$ cat config.mk
export PLATFORM = sky130hd
export DESIGN_NAME = pipe_stage_reg
export DESIGN_NICKNAME = d
export VERILOG_FILES = /design/src/rtl/pipe_stage_reg_pkg.sv /design/src/rtl/pipe_stage_reg_skid.sv /design/src/rtl/pipe_stage_reg.sv
export SDC_FILE = /design/constraint.sdc
export NUM_CORES = 1
export LEC_CHECK = 0
export CAP_MARGIN = 5
export CORE_MARGIN = 2
export CORE_UTILIZATION = 44
export CTS_BUF_LIST = sky130_fd_sc_hd__clkbuf_4
export CTS_CLUSTER_SIZE = 14
export DETAILED_ROUTE_END_ITERATION = 8
export GPL_TIMING_DRIVEN = 0
export PLACE_DENSITY = 0.94
export SLEW_MARGIN = 5
export SYNTH_ARGS = -nofsm -noshare
export SYNTH_HDL_FRONTEND = slang
export SYNTH_SLANG_ARGS = --single-unit
$ cat constraint.sdc
create_clock -name clk -period 2 [get_ports clk]
set_clock_uncertainty 0.15 [all_clocks]
set_input_delay 0.2 -clock clk [delete_from_list [all_inputs] [get_ports clk]]
set_output_delay 0.2 -clock clk [all_outputs]
set_load 0.005 [all_outputs]
$ cat src/rtl/pipe_stage_reg_pkg.sv
`default_nettype none
// ============================================================================
// Module      : pipe_stage_reg_pkg
// Description : Shared MIPS pipeline constants used by pipe_stage_reg and the
//               stages that instantiate it: control-bit positions, the NOP
//               control encoding, the sticky halt mask, per-stage bundle
//               widths and the occupancy counter width.
// Revision    : 1.0 - initial release
// ============================================================================
package pipe_stage_reg_pkg;

    // Control-bundle bit positions
    localparam int CTRL_REG_WRITE_BIT  = 0;
    localparam int CTRL_MEM_READ_BIT   = 1;
    localparam int CTRL_MEM_WRITE_BIT  = 2;
    localparam int CTRL_MEM_TO_REG_BIT = 3;
    localparam int CTRL_HALT_BIT       = 11;

    localparam int MIPS_CTRL_W = 12;

    // NOP: reg_write, mem_read and mem_write all deasserted
    localparam logic [MIPS_CTRL_W-1:0] MIPS_CTRL_NOP    = '0;
    localparam logic [MIPS_CTRL_W-1:0] STICKY_HALT_MASK =
        MIPS_CTRL_W'(1) << CTRL_HALT_BIT;

    // Per-stage bundle widths
    localparam int IF_ID_DATA_W  = 64;
    localparam int IF_ID_CTRL_W  = MIPS_CTRL_W;
    localparam int ID_EX_DATA_W  = 128;
    localparam int ID_EX_CTRL_W  = MIPS_CTRL_W;
    localparam int EX_MEM_DATA_W = 112;
    localparam int EX_MEM_CTRL_W = MIPS_CTRL_W;
    localparam int MEM_WB_DATA_W = 80;
    localparam int MEM_WB_CTRL_W = MIPS_CTRL_W;

    // Stage holds at most two entries
    localparam int OCC_W = 2;

endpackage : pipe_stage_reg_pkg
`default_nettype wire

$ cat src/rtl/pipe_stage_reg_skid.sv
`default_nettype none
// ============================================================================
// Module      : pipe_skid_buf
// Description : Single skid entry (valid, data, ctrl) sitting behind the main
//               entry of pipe_stage_reg. Only instantiated when
//               PIPE_STAGE_SKID_EN is defined.
// Ports       : clk, reset   - clock, synchronous active-high reset
//               clear        - invalidate the entry (flush)
//               load         - capture load_data/load_ctrl
//               unload       - entry moved to main this cycle
//               valid/data/ctrl - stored entry
// Revision    : 1.0 - initial release
// ============================================================================
module pipe_skid_buf #(
    parameter int DATA_W = 128,
    parameter int CTRL_W = 12
) (
    input  logic              clk,
    input  logic              reset,
    input  logic              clear,
    input  logic              load,
    input  logic              unload,
    input  logic [DATA_W-1:0] load_data,
    input  logic [CTRL_W-1:0] load_ctrl,
    output logic              valid,
    output logic [DATA_W-1:0] data,
    output logic [CTRL_W-1:0] ctrl
);
    import pipe_stage_reg_pkg::*;

    logic              r_valid;
    logic [DATA_W-1:0] r_data;
    logic [CTRL_W-1:0] r_ctrl;

    // Load wins over unload: a drain into main with a simultaneous new input
    // refills the skid in the same cycle.
    always_ff @(posedge clk) begin
        if (reset || clear) begin
            r_valid <= 1'b0;
            r_data  <= '0;
            r_ctrl  <= '0;
        end else if (load) begin
            r_valid <= 1'b1;
            r_data  <= load_data;
            r_ctrl  <= load_ctrl;
        end else if (unload) begin
            r_valid <= 1'b0;
            r_data  <= '0;
            r_ctrl  <= '0;
        end
    end

    assign valid = r_valid;
    assign data  = r_data;
    assign ctrl  = r_ctrl;

endmodule : pipe_skid_buf
`default_nettype wire

$ cat src/rtl/pipe_stage_reg.sv
`default_nettype none
// ============================================================================
// Module      : pipe_stage_reg
// Description : Generic inter-stage pipeline register with valid/ready
//               handshake, flush-to-NOP with sticky control bits, and an
//               optional skid entry (macro PIPE_STAGE_SKID_EN) that makes
//               in_ready a registered signal.
// Ports       : clk, reset            - clock, synchronous active-high reset
//               flush                 - drop contents, keep sticky bits
//               in_valid/in_ready     - upstream handshake
//               in_data/in_ctrl       - upstream bundles
//               out_valid/out_ready   - downstream handshake
//               out_data/out_ctrl     - registered bundles (0 / CTRL_NOP when
//                                       empty)
//               occupancy             - held entries (0..2)
// Revision    : 1.0 - initial release
// ============================================================================
module pipe_stage_reg
    import pipe_stage_reg_pkg::*;
#(
    parameter int                DATA_W      = 128,
    parameter int                CTRL_W      = 12,
    parameter logic [CTRL_W-1:0] CTRL_NOP    = '0,
    parameter logic [CTRL_W-1:0] STICKY_MASK = '0
) (
    input  logic              clk,
    input  logic              reset,
    input  logic              flush,
    input  logic              in_valid,
    output logic              in_ready,
    input  logic [DATA_W-1:0] in_data,
    input  logic [CTRL_W-1:0] in_ctrl,
    output logic              out_valid,
    input  logic              out_ready,
    output logic [DATA_W-1:0] out_data,
    output logic [CTRL_W-1:0] out_ctrl,
    output logic [OCC_W-1:0]  occupancy
);

    logic              r_main_valid;
    logic [DATA_W-1:0] r_main_data;
    logic [CTRL_W-1:0] r_main_ctrl;

    logic              w_skid_valid;
    logic [DATA_W-1:0] w_skid_data;
    logic [CTRL_W-1:0] w_skid_ctrl;

    logic              w_in_xfer;
    logic              w_main_free;
    logic [CTRL_W-1:0] w_sticky;

    // Main can take a new entry when it is empty or its entry leaves now
    assign w_main_free = !r_main_valid || out_ready;
    assign w_in_xfer   = in_valid && in_ready;
    assign w_sticky    = in_ctrl & STICKY_MASK;

`ifdef PIPE_STAGE_SKID_EN
    // Registered ready: only the skid flop gates acceptance, so out_ready has
    // no combinational path here. Flush always consumes the upstream entry.
    assign in_ready = !w_skid_valid || flush;

    pipe_skid_buf #(
        .DATA_W (DATA_W),
        .CTRL_W (CTRL_W)
    ) u_skid (
        .clk       (clk),
        .reset     (reset),
        .clear     (flush),
        .load      (w_in_xfer && !flush && (!w_main_free || w_skid_valid)),
        .unload    (w_main_free && w_skid_valid && !flush),
        .load_data (in_data),
        .load_ctrl (in_ctrl),
        .valid     (w_skid_valid),
        .data      (w_skid_data),
        .ctrl      (w_skid_ctrl)
    );
`else
    assign in_ready     = w_main_free || flush;
    assign w_skid_valid = 1'b0;
    assign w_skid_data  = '0;
    assign w_skid_ctrl  = '0;
`endif

    // Main entry. Whenever it is invalid the data/ctrl flops hold 0/CTRL_NOP
    // so the outputs can be driven straight from the flops.
    always_ff @(posedge clk) begin
        if (reset) begin
            r_main_valid <= 1'b0;
            r_main_data  <= '0;
            r_main_ctrl  <= CTRL_NOP;
        end else if (flush) begin
            if (in_valid && (w_sticky != '0)) begin
                r_main_valid <= 1'b1;
                r_main_data  <= '0;
                r_main_ctrl  <= CTRL_NOP | w_sticky;
            end else begin
                r_main_valid <= 1'b0;
                r_main_data  <= '0;
                r_main_ctrl  <= CTRL_NOP;
            end
        end else if (w_main_free) begin
            if (w_skid_valid) begin
                // Skid is older than anything upstream: it goes first
                r_main_valid <= 1'b1;
                r_main_data  <= w_skid_data;
                r_main_ctrl  <= w_skid_ctrl;
            end else if (w_in_xfer) begin
                r_main_valid <= 1'b1;
                r_main_data  <= in_data;
                r_main_ctrl  <= in_ctrl;
            end else begin
                r_main_valid <= 1'b0;
                r_main_data  <= '0;
                r_main_ctrl  <= CTRL_NOP;
            end
        end
    end

    assign out_valid = r_main_valid;
    assign out_data  = r_main_data;
    assign out_ctrl  = r_main_ctrl;
    assign occupancy = {1'b0, r_main_valid} + {1'b0, w_skid_valid};

endmodule : pipe_stage_reg
`default_nettype wire

-- Word-level counts from Yosys, hierarchy flattened
Cells that the tools add are included.
- bits in registers: 141
- input bits: 145
- output and inout bits: 144
- word-level logic and storage cells: 11
- muxes and demuxes: 3
- reduce and logical (&&, ||, !) cells: 5
- operator list (operator ; count):
    $mux W128 ; 1
    $mux W12 ; 1
    $logic_or A1 B1 Y1 ; 2
    $reduce_or A2 Y1 ; 1
    $logic_and A1 B1 Y1 ; 1
    $logic_not A1 Y1 ; 1
    $mux W1 ; 1

-- Longest topological paths before layout
- depth in word-level cells: 5
- mapped depth: 6
- mapped depth without buffers: 3

-- Worst setup path before layout
OpenSTA, ideal clock, no wires.
- path kind: register to register
- start: register r_main_valid (netlist: out_valid)
- end: register r_main_data[100] (netlist: out_data[100])
- setup time: 0.066 ns
- arrival time: 1.074 ns
- required time: 1.784 ns
- setup slack: 0.710 ns
- stages on the path, launching flop included: 7
- path buffers: 3
- period minus slack after synthesis: 1.290 ns
- cells stage by stage: dfxtp_1 -> nor2b_1 -> buf_2 -> buf_6 -> buf_2 -> nand2_1 -> a21oi_2
- word-level cells in the longest chain between the ends: 5
- RTL lines (what ; line ; source):
    start, declared ; pipe_stage_reg.sv:40 ; logic r_main_valid;
    start signal, assigned ; pipe_stage_reg.sv:88 ; r_main_valid <= 1'b0;
    start signal, assigned ; pipe_stage_reg.sv:93 ; r_main_valid <= 1'b1;
    start signal, assigned ; pipe_stage_reg.sv:97 ; r_main_valid <= 1'b0;
    $logic_not A1 Y1 * ; pipe_stage_reg.sv:53 ; assign w_main_free = !r_main_valid || out_ready;
    $logic_or A1 B1 Y1 * ; pipe_stage_reg.sv:53 ;
    $logic_or A1 B1 Y1 ; pipe_stage_reg.sv:78 ; assign in_ready = w_main_free || flush;
    $logic_and A1 B1 Y1 ; pipe_stage_reg.sv:54 ; assign w_in_xfer = in_valid && in_ready;
    $mux W128 ; pipe_stage_reg.sv:107 ; end else if (w_in_xfer) begin
    end signal, assigned ; pipe_stage_reg.sv:105 ; r_main_data <= w_skid_data;
    end signal, assigned ; pipe_stage_reg.sv:109 ; r_main_data <= in_data;
    end, declared ; pipe_stage_reg.sv:41 ; logic [DATA_W-1:0] r_main_data;
Mark *: on every way between the ends. The rest lies on a longest branch, timed or not.
A chain may end at the register's enable or synchronous reset.

-- Worst setup path after layout
- start: register r_main_valid (netlist: out_valid)
- end: output port occupancy[0]
- RTL lines (what ; line ; source):
    end, declared ; pipe_stage_reg.sv:37 ; output logic [OCC_W-1:0] occupancy
No word-level cell between the ends.

==> flow_summary.toml <==
[setup_path]
critPathRequiredTime_ps = 1650
critPathLaunchType = "flop"
worstPathArrival_ps = 1540
crit_type = "flop to output port"
cp_max_fo = 4
critPathCaptureType = "output port"

[grt]
grt_pass1_vias = 5566
track_usage_pct = 28.01
antenna_found_initial = 0
grt_pass1_wl_mm = 28.56
grt_max_degree = 17
overflow = 0

[cts]
cts.sinks = 141
cts_inserted_buffers = 17
htreeDepth = 4
clock_path_buffers = 2
cts_root_buf = "clkbuf_4"
clk_latency_ps = 560
cts_tree = "built"
cts_hold_buf = 0
path_clk_slew_ps = 120

[floorplan]
rows = 40
die_area_um2 = 13340
io-pin-count = 289
fp.dieW_um = 115.5
start_util_pct = 45.35
core_um2 = 12060
die_h_um = 115.5

[route]
post_drt_wl_per_cell_um = 17.08
dr.pass1.iters = 5
vias_per_cell = 5.189
routed_wl_mm = 19.11
drc = 0
via_count = 5806
ant_nets = 0
drtIter0Drc = 441

[placement]
gp_congestion = 0.8448
numPortBuffers = 286
placed_area_um2 = 8543
dp_hpwl_mm = 14.07

[yosys]
synthAdderAreaFrac_pct = 0
synth_compound_gate_area_share_pct = 18.98
synth-simple-area-share_pct = 23.01
ys_seq_elements = 141
synth_top_family_by_area = "simple AND/OR/NAND/NOR gates"
synth_xor_area_share_pct = 0
synthesis.area_um2 = 5470
synth_fp_nets = 779
syn_avg_cell_area_um2 = 8.628
async_reset_ff_share_pct = 0
syn_inst = 634
synth_ff_type = "dfxtp_1"
yosysWarnings = 0
synth-edff-count = 0
yosysSeqAreaShare_pct = 51.60
synthDistinctLibCells = 15
synth.mux.area_fraction_pct = 0

[cells_and_area]
stdcell_area_um2 = 8823
final_common_cell = "clkdlybuf4s50_1"
final_nets = 1084
diodes = 0
drive_gt1_share_pct = 18.40
layout_common_cells = "clkdlybuf4s50_1, nand2_1, nand3_1, dfxtp_1, a21oi_2"
syn_to_final_growth_pct = 61.30

[sta]
maxSlewViolCount = 0
fmax_mhz = 527.8
hold_violations = 0
layout_worst_path_cycle_share_pct = 94.73
final.min_clock_period_ps = 1895
rsz0062_at_grt = "false"
tns_ps = 0
setup_viol = 0

[pwr]
powerDensity_nw_per_um2 = 640.7
cellLeakagePower_nw = 3.042
ir_worst_vdd_mv = 0.7547

[min_path]
hp-class = "primary input to flop"

[run_status]
status = "complete, no violations"

[job]
maxCapViolations = 0
## critical path, stage by stage, from the launching register on
cell and delay (ps):
dfxtp_2 360, buf_4 100, clkdlybuf4s50_1 520
## routing by layer
| metal | share of wire (%) | GRT usage (%) | vias to the layer above |
|---|---|---|---|
| li1 | - | - | 2759 |
| met1 | 37 | 29.76 | 2686 |
| met2 | 48 | 47.10 | 308 |
| met3 | 12 | 13.34 | 53 |
| met4 | 3.7 | 13.01 | 0 |
| met5 | 0 | 0 | - |
## cells in the mapped netlist, types with 2 or more instances
cell type,count,area [µm²]
clkbuf_1,9,33.78
buf_4,4,30.03
a21oi_2,90,788.3
buf_6,3,33.78
nand3_1,140,700.7
nand2_1,140,525.5
nand2b_1,2,12.51
dfxtp_1,141,2823
buf_2,49,245.2
nor2_1,2,7.510
a21oi_1,50,250.2
## sequential cells by signal, summed over array words and instances (netlist names)
name,count
out_ctrl,12
out_data,128
out_valid,1
## cells by family after synthesis
| logic type | after synthesis |
|---|---|
| other | 1 |
| AND/OR/NAND/NOR | 286 |
| AO/OA/AOI/OAI | 140 |
| buffers and inverters | 66 |
| flip-flops | 141 |
## layout make-up
| cell class | count | area, µm² |
|---|---|---|
| Buffer | 65 | 341.6 |
| Clock buffer | 20 | 150.1 |
| Clock inverter | 11 | 125.1 |
| Fill cell | 838 | 3238 |
| Multi-Input combinational cell | 427 | 2303 |
| Sequential cell | 141 | 2824 |
| Tap cell | 168 | 210.2 |
| Timing Repair Buffer | 287 | 2869 |
## final timing paths
check | from | endpoint | slack, ps | depth (start not counted)
worst max-delay path | out_valid$_SDFFE_PP0P_ | occupancy[0] | 110 | 2
worst min-delay path | in_data[37] | out_data[37]$_SDFFE_PP0P_ | 50 | 3
worst max register to register | out_valid$_SDFFE_PP0P_ | out_data[50]$_SDFFE_PP0P_ | 410 | 6
worst min register to register | out_data[118]$_SDFFE_PP0P_ | out_data[118]$_SDFFE_PP0P_ | 310 | 2
## timing repair
action / in CTS / in global routing
buffers inserted: 1 / 0
cloned: 0 / 0
setup endpoints to repair: 1 / 1
resized for setup: 4 / 1
## through the flow
stage	instances	util, %	hold slack, ps	power [mW]	worst slack (ps)
after floorplan	634	-	210.9	3.292	709.8
after global routing	1119	73.15	2.532	5.859	5.233
after CTS	1119	73.13	21.46	5.654	68.18
after detailed placement	1088	70.83	294.0	3.822	2.295
after global placement	1088	70.83	286.6	3.806	16.30
final	1119	73.15	46.53	5.653	105.4
## report_power, final
group / internal [mW] / switching (mW)
Combinational: 0.489 / 0.351
Clock: 0.876 / 1.01
Sequential: 2.89 / 0.0430
No activity file was read; power rests on OpenSTA's default activity.
